===== src/rtl/mult_div_unit_pkg.sv =====
// Shared types for the iterative multiply/divide unit: operation codes,
// FSM states and small op-decode helpers.
package mult_div_unit_pkg;

  typedef enum logic [1:0] {
    MD_MULT  = 2'd0,
    MD_MULTU = 2'd1,
    MD_DIV   = 2'd2,
    MD_DIVU  = 2'd3
  } mdop_t;

  typedef enum logic [1:0] {
    IDLE = 2'd0,
    RUN  = 2'd1,
    FIX  = 2'd2
  } md_state_t;

  function automatic logic op_is_mul(mdop_t op);
    return (op == MD_MULT) || (op == MD_MULTU);
  endfunction

  function automatic logic op_is_signed(mdop_t op);
    return (op == MD_MULT) || (op == MD_DIV);
  endfunction

endpackage


===== src/rtl/mult_div_unit_if.sv =====
// Request/result bundle between the execute stage and the mult/div unit.
// Handshake: start is a request that is taken on a rising edge only when
// busy=0; once taken, busy stays high until the done cycle, where a new
// start may already be presented for back-to-back issue.
interface mult_div_unit_if #(parameter int WIDTH = 32);
  import mult_div_unit_pkg::*;

  logic             start;
  logic             flush;
  mdop_t            op;
  logic [WIDTH-1:0] a;
  logic [WIDTH-1:0] b;
  logic             busy;
  logic             done;
  logic [WIDTH-1:0] hi;
  logic [WIDTH-1:0] lo;
  logic             div_zero;
  md_state_t        state;

  modport master (
    output start, flush, op, a, b,
    input  busy, done, hi, lo, div_zero, state
  );

  modport slave (
    input  start, flush, op, a, b,
    output busy, done, hi, lo, div_zero, state
  );

endinterface


===== src/rtl/mult_div_unit_md_step.sv =====
// One radix-2 iteration: shift-add for multiply, restoring shift-subtract
// for divide. acc holds {upper half, lower half} of the working register.
module md_step
  import mult_div_unit_pkg::*;
#(
  parameter int WIDTH = 32
) (
  input  mdop_t              op,
  input  logic [2*WIDTH-1:0] acc,
  input  logic [WIDTH-1:0]   opnd,
  output logic [2*WIDTH-1:0] acc_nxt
);

  logic [WIDTH:0] add_sum;
  logic [WIDTH:0] trial;
  logic [WIDTH:0] diff;

  always_comb begin
    add_sum = {1'b0, acc[2*WIDTH-1:WIDTH]} + (acc[0] ? {1'b0, opnd} : '0);
    // Partial remainder shifted left with the next dividend bit brought in.
    trial   = acc[2*WIDTH-1:WIDTH-1];
    diff    = trial - {1'b0, opnd};
    acc_nxt = '0;
    if (op_is_mul(op)) begin
      acc_nxt = {add_sum, acc[WIDTH-1:1]};
    end else if (!diff[WIDTH]) begin
      acc_nxt = {diff[WIDTH-1:0], acc[WIDTH-2:0], 1'b1};
    end else begin
      acc_nxt = {trial[WIDTH-1:0], acc[WIDTH-2:0], 1'b0};
    end
  end

endmodule


===== src/rtl/mult_div_unit.sv =====
// Iterative multiply/divide unit with HI/LO result registers. Fixed latency
// of WIDTH+1 edges from an accepted start to the done pulse.
module mult_div_unit
  import mult_div_unit_pkg::*;
#(
  parameter int WIDTH     = 32,
  parameter bit SIGNED_EN = 1'b1
) (
  input  logic             CLK,
  input  logic             nRST,
  mult_div_unit_if.slave   md
);

  localparam int CW = $clog2(WIDTH) + 1;

  md_state_t          state, state_nxt;
  logic [CW-1:0]      cnt;
  mdop_t              op_q;
  logic               neg_res_q, neg_rem_q, b_zero_q;
  logic [WIDTH-1:0]   a_raw_q, opb_q;
  logic [2*WIDTH-1:0] acc_q, acc_step;
  logic [WIDTH-1:0]   hi_q, lo_q;
  logic               done_q, div_zero_q;

  logic               accept, is_sgn;
  logic [WIDTH-1:0]   abs_a, abs_b;
  logic [2*WIDTH-1:0] prod_fix;
  logic [WIDTH-1:0]   quo_fix, rem_fix;
  logic               write_res;

  assign accept = (state == IDLE) && md.start;
  assign is_sgn = SIGNED_EN && op_is_signed(md.op);
  assign abs_a  = (is_sgn && md.a[WIDTH-1]) ? -md.a : md.a;
  assign abs_b  = (is_sgn && md.b[WIDTH-1]) ? -md.b : md.b;

  md_step #(.WIDTH(WIDTH)) u_step (
    .op      (op_q),
    .acc     (acc_q),
    .opnd    (opb_q),
    .acc_nxt (acc_step)
  );

  always_ff @(posedge CLK or negedge nRST) begin
    if (!nRST) state <= IDLE;
    else       state <= state_nxt;
  end

  always_comb begin
    state_nxt = state;
    unique case (state)
      IDLE:    if (md.start) state_nxt = RUN;
      RUN: begin
        if (md.flush)             state_nxt = IDLE;
        else if (cnt == CW'(1))   state_nxt = FIX;
      end
      FIX:     state_nxt = IDLE;
      default: state_nxt = IDLE;
    endcase
  end

  // Sign correction works on magnitudes; MIN/-1 wraps back to MIN naturally.
  assign prod_fix  = neg_res_q ? -acc_q : acc_q;
  assign quo_fix   = neg_res_q ? -acc_q[WIDTH-1:0] : acc_q[WIDTH-1:0];
  assign rem_fix   = neg_rem_q ? -acc_q[2*WIDTH-1:WIDTH] : acc_q[2*WIDTH-1:WIDTH];
  assign write_res = (state == FIX) && !md.flush;

  always_ff @(posedge CLK or negedge nRST) begin
    if (!nRST) begin
      cnt        <= '0;
      op_q       <= MD_MULT;
      neg_res_q  <= 1'b0;
      neg_rem_q  <= 1'b0;
      b_zero_q   <= 1'b0;
      a_raw_q    <= '0;
      opb_q      <= '0;
      acc_q      <= '0;
      hi_q       <= '0;
      lo_q       <= '0;
      done_q     <= 1'b0;
      div_zero_q <= 1'b0;
    end else begin
      done_q <= write_res;
      if (accept) begin
        cnt        <= CW'(WIDTH);
        op_q       <= md.op;
        neg_res_q  <= is_sgn && (md.a[WIDTH-1] ^ md.b[WIDTH-1]);
        neg_rem_q  <= is_sgn && md.a[WIDTH-1];
        b_zero_q   <= (md.b == '0);
        a_raw_q    <= md.a;
        opb_q      <= abs_b;
        acc_q      <= {{WIDTH{1'b0}}, abs_a};
        div_zero_q <= 1'b0;
      end else if (state == RUN && !md.flush) begin
        acc_q <= acc_step;
        cnt   <= cnt - CW'(1);
      end
      if (write_res) begin
        if (op_is_mul(op_q)) begin
          hi_q       <= prod_fix[2*WIDTH-1:WIDTH];
          lo_q       <= prod_fix[WIDTH-1:0];
          div_zero_q <= 1'b0;
        end else if (b_zero_q) begin
          hi_q       <= a_raw_q;
          lo_q       <= '1;
          div_zero_q <= 1'b1;
        end else begin
          hi_q       <= rem_fix;
          lo_q       <= quo_fix;
          div_zero_q <= 1'b0;
        end
      end
    end
  end

  assign md.busy     = (state != IDLE);
  assign md.done     = done_q;
  assign md.hi       = hi_q;
  assign md.lo       = lo_q;
  assign md.div_zero = div_zero_q;
  assign md.state    = state;

endmodule


===== src/flat_wrapper.sv =====
// flat-port wrapper written by rule: the top's interface ports become plain ports
module mult_div_unit_flat import mult_div_unit_pkg::*;
#(
  parameter int WIDTH     = 32,
  parameter bit SIGNED_EN = 1'b1
)
  (CLK, nRST, md_start, md_flush, md_op, md_a, md_b, md_busy, md_done, md_hi, md_lo, md_div_zero, md_state);
  mult_div_unit_if #(.WIDTH(WIDTH)) md_i ();
  input  logic CLK;
  input  logic nRST;
  input wire logic [$bits(md_i.start)-1:0] md_start;
  input wire logic [$bits(md_i.flush)-1:0] md_flush;
  input wire logic [$bits(md_i.op)-1:0] md_op;
  input wire logic [$bits(md_i.a)-1:0] md_a;
  input wire logic [$bits(md_i.b)-1:0] md_b;
  output wire logic [$bits(md_i.busy)-1:0] md_busy;
  output wire logic [$bits(md_i.done)-1:0] md_done;
  output wire logic [$bits(md_i.hi)-1:0] md_hi;
  output wire logic [$bits(md_i.lo)-1:0] md_lo;
  output wire logic [$bits(md_i.div_zero)-1:0] md_div_zero;
  output wire logic [$bits(md_i.state)-1:0] md_state;
  assign md_i.start = md_start;
  assign md_i.flush = md_flush;
  assign md_i.op = md_op;
  assign md_i.a = md_a;
  assign md_i.b = md_b;
  assign md_busy = md_i.busy;
  assign md_done = md_i.done;
  assign md_hi = md_i.hi;
  assign md_lo = md_i.lo;
  assign md_div_zero = md_i.div_zero;
  assign md_state = md_i.state;
  mult_div_unit #(.WIDTH(WIDTH), .SIGNED_EN(SIGNED_EN)) u_core (.CLK(CLK), .nRST(nRST), .md(md_i));
endmodule

===== config.mk =====
export PLATFORM = sky130hd
export DESIGN_NAME = mult_div_unit_flat
export DESIGN_NICKNAME = d
export VERILOG_FILES = /design/src/rtl/mult_div_unit_pkg.sv /design/src/rtl/mult_div_unit_if.sv /design/src/rtl/mult_div_unit_md_step.sv /design/src/rtl/mult_div_unit.sv /design/src/flat_wrapper.sv
export SDC_FILE = /design/constraint.sdc
export NUM_CORES = 1
export LEC_CHECK = 0
export BUFFER_PORTS_ARGS = -buffer_cell sky130_fd_sc_hd__buf_4
export CORE_MARGIN = 2
export CORE_UTILIZATION = 50
export CTS_CLUSTER_DIAMETER = 100
export DETAILED_ROUTE_END_ITERATION = 7
export PLACE_DENSITY = 0.69
export SLEW_MARGIN = 20
export SYNTH_ARGS = -nofsm -noshare
export SYNTH_HDL_FRONTEND = slang
export SYNTH_SLANG_ARGS = --single-unit

===== constraint.sdc =====
create_clock -name CLK -period 3.2 [get_ports CLK]
set_input_delay 0.32 -clock CLK [delete_from_list [all_inputs] [get_ports CLK]]
set_output_delay 0.32 -clock CLK [all_outputs]
set_load 0.01 [all_outputs]

==> reports/qor.txt, run 1 <==
outcome - finished with violations
failing checks - setup timing
simple-gate share of the synthesized area - 0.188
Die Ht - 183 µm
worst-margin pin slew - 0.982 ns
async set or reset register ratio after synthesis - 1.00
FF+latch count, synth - 206
Primary FF master, synth - dfrtp_1
worst r2r src - u_core.opb_q[5]$_DFFE_PN0P_
post-synthesis sequential area ratio - 0.320
CTS clk-pin slew, worst paths - 0.06 ns
beginning of the worst hold path - md_a[21]
post-route cell area - 0.0197 mm²
Num CTS Buffers - 26
hold slack final - 0.0277 ns
fin. max-slew vios - 0
Post-Synth Adder-Cell Area - 0.0569
Tightest Hold Check Type - in2reg
via count - 15900
Synth Area in XOR/XNOR - 0.105
R2R depth - 13
# IOs - 139
Worst IR Drop VDD - 0.594 mV
WP data arrival - 3.74 ns
Crit path required time - 3.67 ns
# clock sinks - 206
share of post-route cells with drive strength above 1 - 0.195
first-pass GRT wire length - 82300 µm
worst reg2reg endpoint - u_core.acc_q[56]$_DFFE_PN0P_
critical path peak fanout - 5
area grow syn2layout - 22.5%
largest family of logic cells by synthesized area - compound AO/OA/AOI/OAI gates
antenna violations before repair - 1
Compound-Gate Fraction of Synth Area - 0.234
Slew headroom - 0.344
Clk Latency, worst-skew pair - 0.54 ns
post-route core utilization - 0.624
PortBufs - 138
initial DRC count - 1405
Setup Crit Path Kind - reg2reg
starting density of the core - 0.509
vias in the first global route - 15100
hold endpoint - u_core.a_raw_q[21]$_DFFE_PN0P_
hpwl dp - 39100 µm
maximum capacitance violations - 0
Hold Violations, Final - 0
Yosys Warn Count - 0
TNS Setup - -0.0638 ns
aggregate global-route resource usage - 0.306
Period minus WS final - 3.26 ns
final WL - 52100 µm
CTS tree - yes
# placed instances - 2586
RSZ-0062 raised after global routing - yes
setup slack after layout - -0.0638 ns
wire per inst - 19.7 µm
Static Leak - 9.17 nW
drt drc - 0
clk root buf - clkbuf_16
DIE AREA - 0.0337 mm²
Synth Cell Area - 0.0161 mm²
Hold Path Stages - 3
H-tree levels - 1
Syn Inst Count - 2015
Final nets - 2366
Setup violations, final - 1
library cells used by synthesis - 84
vias per cell - 6.01
core region area - 0.0316 mm²
pre-CTS WS - -0.392 ns
PwrDens - 976 mW/mm²
PnR Total Power - 19.3 mW
Die X - 183 µm
Post-DRT Antenna Nets - 0
Setup crit start - u_core.opb_q[5]$_DFFE_PN0P_
dpl cell area - 0.0184 mm²
largest net degree at the start of global routing - 85
syn avg cell area - 7.99 µm²
FP Rows - 65
highest achievable clock rate - 306 MHz
Initial DRT Pass Iterations - 6
non-filler cells, final - 2647
Post-synth EDFFs - 0
CTS Buffer Depth - 3
mux contribution to synthesized area - 0.0436
Reg2Reg Setup Slack - -0.06 ns
Post-Syn Nets - 2157
crit end category - flip-flop
final worst-path cycle share - 1.02
gr ovfl total - 0
Final GP Congestion - 0.979
skew final - 0.0113 ns
CP startpoint kind - flip-flop
==> cell usage after synthesis (7+ instances only) <==
master,number,area share
a31oi_1,12,0.0047
or4_1,9,0.0042
o21ai_1,17,0.0053
o211ai_1,40,0.019
or3_1,14,0.0054
and3_1,16,0.0062
nor3_1,39,0.012
nor4_1,19,0.0074
nand2b_1,24,0.0093
nor2b_1,10,0.0039
o21a_1,11,0.0051
nand2_1,304,0.071
nor2_1,153,0.036
clkbuf_1,103,0.024
nand4_1,11,0.0043
a211oi_1,11,0.0051
nand3_1,24,0.0075
o21ai_0,202,0.063
inv_1,70,0.016
buf_1,12,0.0028
xnor2_1,108,0.059
mux2i_1,69,0.043
a21o_1,26,0.012
ha_1,70,0.054
o21bai_1,9,0.0042
dfrtp_1,206,0.32
xor2_1,85,0.046
a22oi_1,18,0.0084
o31ai_1,25,0.012
or2_2,7,0.0027
o41ai_1,12,0.0065
a21oi_1,151,0.047
and2_1,14,0.0054
==> kinds of logic (layout without fill, tap and decap cells) <==
group                    count (synthesis)  count (layout)
buffers and inverters                  201             429
other                                    0               2
AO/OA/AOI/OAI                          606             606
AND/OR/NAND/NOR                        667             667
flip-flops                             206             206
adder cells (fa/ha/maj)                 72              72
XOR/XNOR                               193             193
multiplexers                            70              70
==> timing repair <==
item	CTS	global route
gates cloned	0	1
pin swaps	10	18
setup endpoints to repair	35	42
endpoints found under the hold margin	83	0
setup buffers	1	6
hold buffers	4	0
gates resized for setup	17	55
==> power by group <==
group	internal, mW	switching (mW)
Sequential	3.43	0.863
Clock	2.05	1.18
Combinational	5.05	6.68
Total	10.5	8.73
==> worst max-delay path, stage by stage, from the launching register on <==
cell       delay (ns)
dfrtp_1          0.44
inv_1            0.12
ha_1             0.31
buf_4            0.12
o211ai_1         0.13
a21oi_4          0.20
o21ai_4          0.10
a2111oi_4        0.37
buf_4            0.22
o211a_4          0.18
o21ai_4          0.08
or4b_4           0.58
a21oi_4          0.21
a2111o_1         0.14
==> sequential cells by signal (all words and copies together) (netlist names) <==
register and cells:
u_core.acc_q 64, u_core.a_raw_q 32, u_core.md.hi 32, u_core.md.lo 32, u_core.opb_q 32, u_core.cnt 6, u_core.md.state 2, u_core.b_zero_q 1
u_core.md.div_zero 1, u_core.md.done 1, u_core.neg_rem_q 1, u_core.neg_res_q 1, u_core.op_q 1
==> routing by layer <==
metal | GRT usage | vias to the layer above | share of wire
met4 | 0.0829 | 0 | 0.027
met3 | 0.0666 | 92 | 0.093
met2 | 0.476 | 684 | 0.44
met5 | 0 | - | 0
met1 | 0.432 | 7565 | 0.44
li1 | - | 7564 | -
==> how the worst max path moves through the flow <==
stage	to	slack, ns
after floorplan	u_core.acc_q[60]$_DFFE_PN0P_	0.01
after detailed placement	u_core.acc_q[56]$_DFFE_PN0P_	-0.39
after global placement	u_core.acc_q[53]$_DFFE_PN0P_	-0.32
after global routing	u_core.acc_q[56]$_DFFE_PN0P_	-0.11
final	u_core.acc_q[56]$_DFFE_PN0P_	-0.06
after CTS	u_core.acc_q[62]$_DFFE_PN0P_	0.004
==> area by class of cell <==
| type | count | area (µm²) |
|---|---|---|
| fill | 2759 | 11900 |
| multi-input combinational | 1608 | 10400 |
| sequential | 206 | 5160 |
| timing repair buffer | 310 | 2430 |
| clock buffer | 34 | 752 |
| tap | 402 | 503 |
| inverter | 71 | 272 |
| clock inverter | 13 | 195 |
| timing repair inverter | 1 | 5.00 |
| antenna | 2 | 5.00 |
==> cell usage in the layout (no fill, tap or decap), drive strengths merged, types with 16 or more instances in the layout <==
master  synthesis  final
o211ai         40     40
a21oi         151    151
dfrtp         206    206
ha             70     70
xor2           85     85
a21o           26     26
nand2b         25     25
nand3          24     24
and3           16     16
a22oi          18     18
nand2         305    305
mux2i          69     69
buf            20    305
nor2          153    153
xnor2         108    108
o21ai         219    219
nor4           19     19
clkbuf        108     35
nor3           39     39
o31ai          25     25
inv            70     69
(Power assumes the default switching activity.)
==> run 2: changes to the inputs <==
--- a/config.mk
+++ b/config.mk
@@ -6,11 +6,13 @@
 export NUM_CORES = 1
 export LEC_CHECK = 0
 export BUFFER_PORTS_ARGS = -buffer_cell sky130_fd_sc_hd__buf_4
+export CELL_PAD_IN_SITES_DETAIL_PLACEMENT = 0
+export CELL_PAD_IN_SITES_GLOBAL_PLACEMENT = 2
 export CORE_MARGIN = 2
-export CORE_UTILIZATION = 50
+export CORE_UTILIZATION = 33
 export CTS_CLUSTER_DIAMETER = 100
 export DETAILED_ROUTE_END_ITERATION = 7
-export PLACE_DENSITY = 0.69
+export PLACE_DENSITY = 0.75
 export SLEW_MARGIN = 20
 export SYNTH_ARGS = -nofsm -noshare
 export SYNTH_HDL_FRONTEND = slang
==> reports/qor.txt, run 2 (synthesis results as in run 1) <==
PortBufs - 138 (unchanged)
outcome - finished, final reports clean (was finished with violations)
CTS tree - yes (unchanged)
drt drc - 0 (unchanged)
WP data arrival - 3.62 ns (was 3.74 ns)
Slew headroom - 0.364 (was 0.344)
pre-CTS WS - -0.451 ns (was -0.392 ns)
share of post-route cells with drive strength above 1 - 0.212 (was 0.195)
wire per inst - 20.8 µm (was 19.7 µm)
Die X - 225 µm (was 183 µm)
critical path peak fanout - 6 (was 5)
worst-margin pin slew - 0.954 ns (was 0.982 ns)
first-pass GRT wire length - 92700 µm (was 82300 µm)
Setup violations, final - 0 (was 1)
final worst-path cycle share - 0.986 (was 1.02)
vias per cell - 5.46 (was 6.01)
post-route core utilization - 0.432 (was 0.624)
H-tree levels - 1 (unchanged)
hold endpoint - u_core.a_raw_q[11]$_DFFE_PN0P_ (was u_core.a_raw_q[21]$_DFFE_PN0P_)
vias in the first global route - 15500 (was 15100)
post-route cell area - 0.0207 mm² (was 0.0197 mm²)
Setup Crit Path Kind - reg2reg (unchanged)
CTS Buffer Depth - 3 (unchanged)
largest net degree at the start of global routing - 74 (was 85)
CP startpoint kind - flip-flop (unchanged)
crit-path max cell delay - 0.41 ns (was 0.58 ns)
# IOs - 139 (unchanged)
fin. max-slew vios - 0 (unchanged)
CP top delay family - compound AO/OA/AOI/OAI gates (unchanged)
skew final - 0.0175 ns (was 0.0113 ns)
clk root buf - clkbuf_16 (unchanged)
Worst IR Drop VDD - 0.486 mV (was 0.594 mV)
Post-DRT Antenna Nets - 0 (unchanged)
worst reg2reg endpoint - u_core.acc_q[56]$_DFFE_PN0P_ (unchanged)
FP Rows - 80 (was 65)
R2R depth - 14 (was 13)
Clk Latency, worst-skew pair - 0.59 ns (was 0.54 ns)
PwrDens - 976 mW/mm² (about the same)
Critical Path Stages - 14 (was 13)
CP bufs+invs - 3 (unchanged)
initial DRC count - 1318 (was 1405)
Initial DRT Pass Iterations - 5 (was 6)
# placed instances - 2835 (was 2586)
worst r2r src - u_core.acc_q[0]$_DFFE_PN0P_ (was u_core.opb_q[5]$_DFFE_PN0P_)
RSZ-0062 raised after global routing - yes (unchanged)
beginning of the worst hold path - md_a[11] (was md_a[21])
setup slack after layout - 0.0437 ns (was -0.0638 ns)
highest achievable clock rate - 317 MHz (was 306 MHz)
Num CTS Buffers - 28 (was 26)
Tightest Hold Check Type - in2reg (unchanged)
final WL - 61000 µm (was 52100 µm)
Crit path required time - 3.67 ns (about the same)
hpwl dp - 45800 µm (was 39100 µm)
Die Ht - 225 µm (was 183 µm)
starting density of the core - 0.336 (was 0.509)
Final GP Congestion - 0.909 (was 0.979)
Period minus WS final - 3.16 ns (was 3.26 ns)
Static Leak - 9.55 nW (was 9.17 nW)
largest reg by FF count - u_core.acc_q (unchanged)
gr ovfl total - 0 (unchanged)
antenna violations before repair - 2 (was 1)
non-filler cells, final - 2935 (was 2647)
DIE AREA - 0.0506 mm² (was 0.0337 mm²)
Final nets - 2442 (was 2366)
max reg flops - 64 (unchanged)
maximum capacitance violations - 0 (unchanged)
aggregate global-route resource usage - 0.236 (was 0.306)
Reg2Reg Setup Slack - 0.04 ns (was -0.06 ns)
diode count - 0 (was 2)
crit path max-delay cell type - dfrtp_2 (was or4b_4)
crit-path cells - clkinv_4 > buf_4 > nor2_1 > ha_1 > a21oi_2 > o211ai_1 > buf_4 > a221oi_4 > a21oi_2 > or2_4 > a21oi_4 > o22ai_1 > mux2i_1 > a2111o_1 (was inv_1 > ha_1 > buf_4 > o211ai_1 > a21oi_4 > o21ai_4 > a2111oi_4 > buf_4 > o211a_4 > o21ai_4 > or4b_4 > a21oi_4 > a2111o_1)
most common cell after layout, fill and taps aside - buf_4 (was nand2_1)
core region area - 0.0479 mm² (was 0.0316 mm²)
CTS clk-pin slew, worst paths - 0.06 ns (about the same)
Hold Violations, Final - 0 (unchanged)
area grow syn2layout - 28.6% (was 22.5%)
dpl cell area - 0.0189 mm² (was 0.0184 mm²)
most frequent cells in the layout - buf_4, nand2_1, dfrtp_1, o21ai_0, nor2_1 (was nand2_1, buf_4, dfrtp_1, o21ai_0, nor2_1)
# clock sinks - 206 (unchanged)
Hold Path Stages - 3 (unchanged)
crit end category - flip-flop (unchanged)
fillcell total - 4838 (was 2759)
via count - 16000 (was 15900)
-- run 2: changes by cell type in the layout (fill, tap and decap cells not counted), moves of 4 or more --
cell and change:
o21ai_0 -4, bufinv_16 -4, clkbuf_1 +5, o21ai_1 +5, dlygate4sd3_1 +25, buf_4 +46
a21oi_1 -6, a21oi_2 +5, clkinv_2 -4, clkbuf_8 +4
-- run 2: layer usage --
| metal | vias up | routed length (µm) | global-route usage |
|---|---|---|---|
| met5 | - | 0 | 0 |
| met4 | 0 | 1350 | 0.0596 |
| met3 | 79 | 2870 | 0.0240 |
| met2 | 421 | 27200 | 0.368 |
| met1 | 7796 | 29600 | 0.347 |
| li1 | 7729 | - | - |
-- run 2: tightest hold or removal path, cell delays in order --
cell and delay [ns]:
buf_4 0.11, nand2_1 0.09, nand2_1 0.07
-- run 2: metrics by stage --
stage / hold WS [ns] / TNS, ns / power, mW
2_1_floorplan: 0.0244 / 0 / 11.4
3_3_place_gp: 0.345 / -8.88 / 15.9
3_5_place_dp: 0.351 / -11.23 / 16.0
4_1_cts: 0.00579 / -0.0620 / 19.8
5_1_grt: 0.0308 / -0.237 / 21.6
6_report: 0.0283 / 0 / 20.2
-- run 2: worst max-delay path by stage --
| stage | startpoint | slack [ns] | endpoint |
|---|---|---|---|
| floorplan | u_core.acc_q[0]$_DFFE_PN0P_ | 0.01 | u_core.acc_q[60]$_DFFE_PN0P_ |
| global placement | u_core.acc_q[31]$_DFFE_PN0P_ | -0.38 | u_core.acc_q[56]$_DFFE_PN0P_ |
| detailed placement | u_core.acc_q[31]$_DFFE_PN0P_ | -0.45 | u_core.acc_q[56]$_DFFE_PN0P_ |
| CTS | u_core.acc_q[0]$_DFFE_PN0P_ | -0.04 | u_core.acc_q[60]$_DFFE_PN0P_ |
| global route | u_core.acc_q[0]$_DFFE_PN0P_ | -0.08 | u_core.acc_q[60]$_DFFE_PN0P_ |
| finish | u_core.acc_q[0]$_DFFE_PN0P_ | 0.04 | u_core.acc_q[56]$_DFFE_PN0P_ |
-- run 2: cell type report --
cell class                      instances  area, µm²  share of cell area
Multi-Input combinational cell       1609      10500               0.506
Timing Repair Buffer                  384       3080               0.149
Inverter                               71        272              0.0131
Clock inverter                          5       75.1             0.00363
Sequential cell                       206       5160               0.249
Clock buffer                           45        865              0.0417
Tap cell                              615        769              0.0372
-- run 2: repair_timing --
action,CTS,global route
hold buffers,29,0
cloned,1,2
resized for setup,28,62
endpoints found under the hold margin,96,0
endpoints found under the setup margin,35,49
setup buffers,6,13
pin swaps,15,20
-- run 2: where the power goes --
part / internal, mW / total (mW) / leakage (nW) / switching (mW)
clock network: 1.92 / 3.23 / 0.462 / 1.31
logic: 5.59 / 12.7 / 6.43 / 7.08
registers: 3.43 / 4.30 / 2.65 / 0.873
total: 10.9 / 20.2 / 9.55 / 9.27
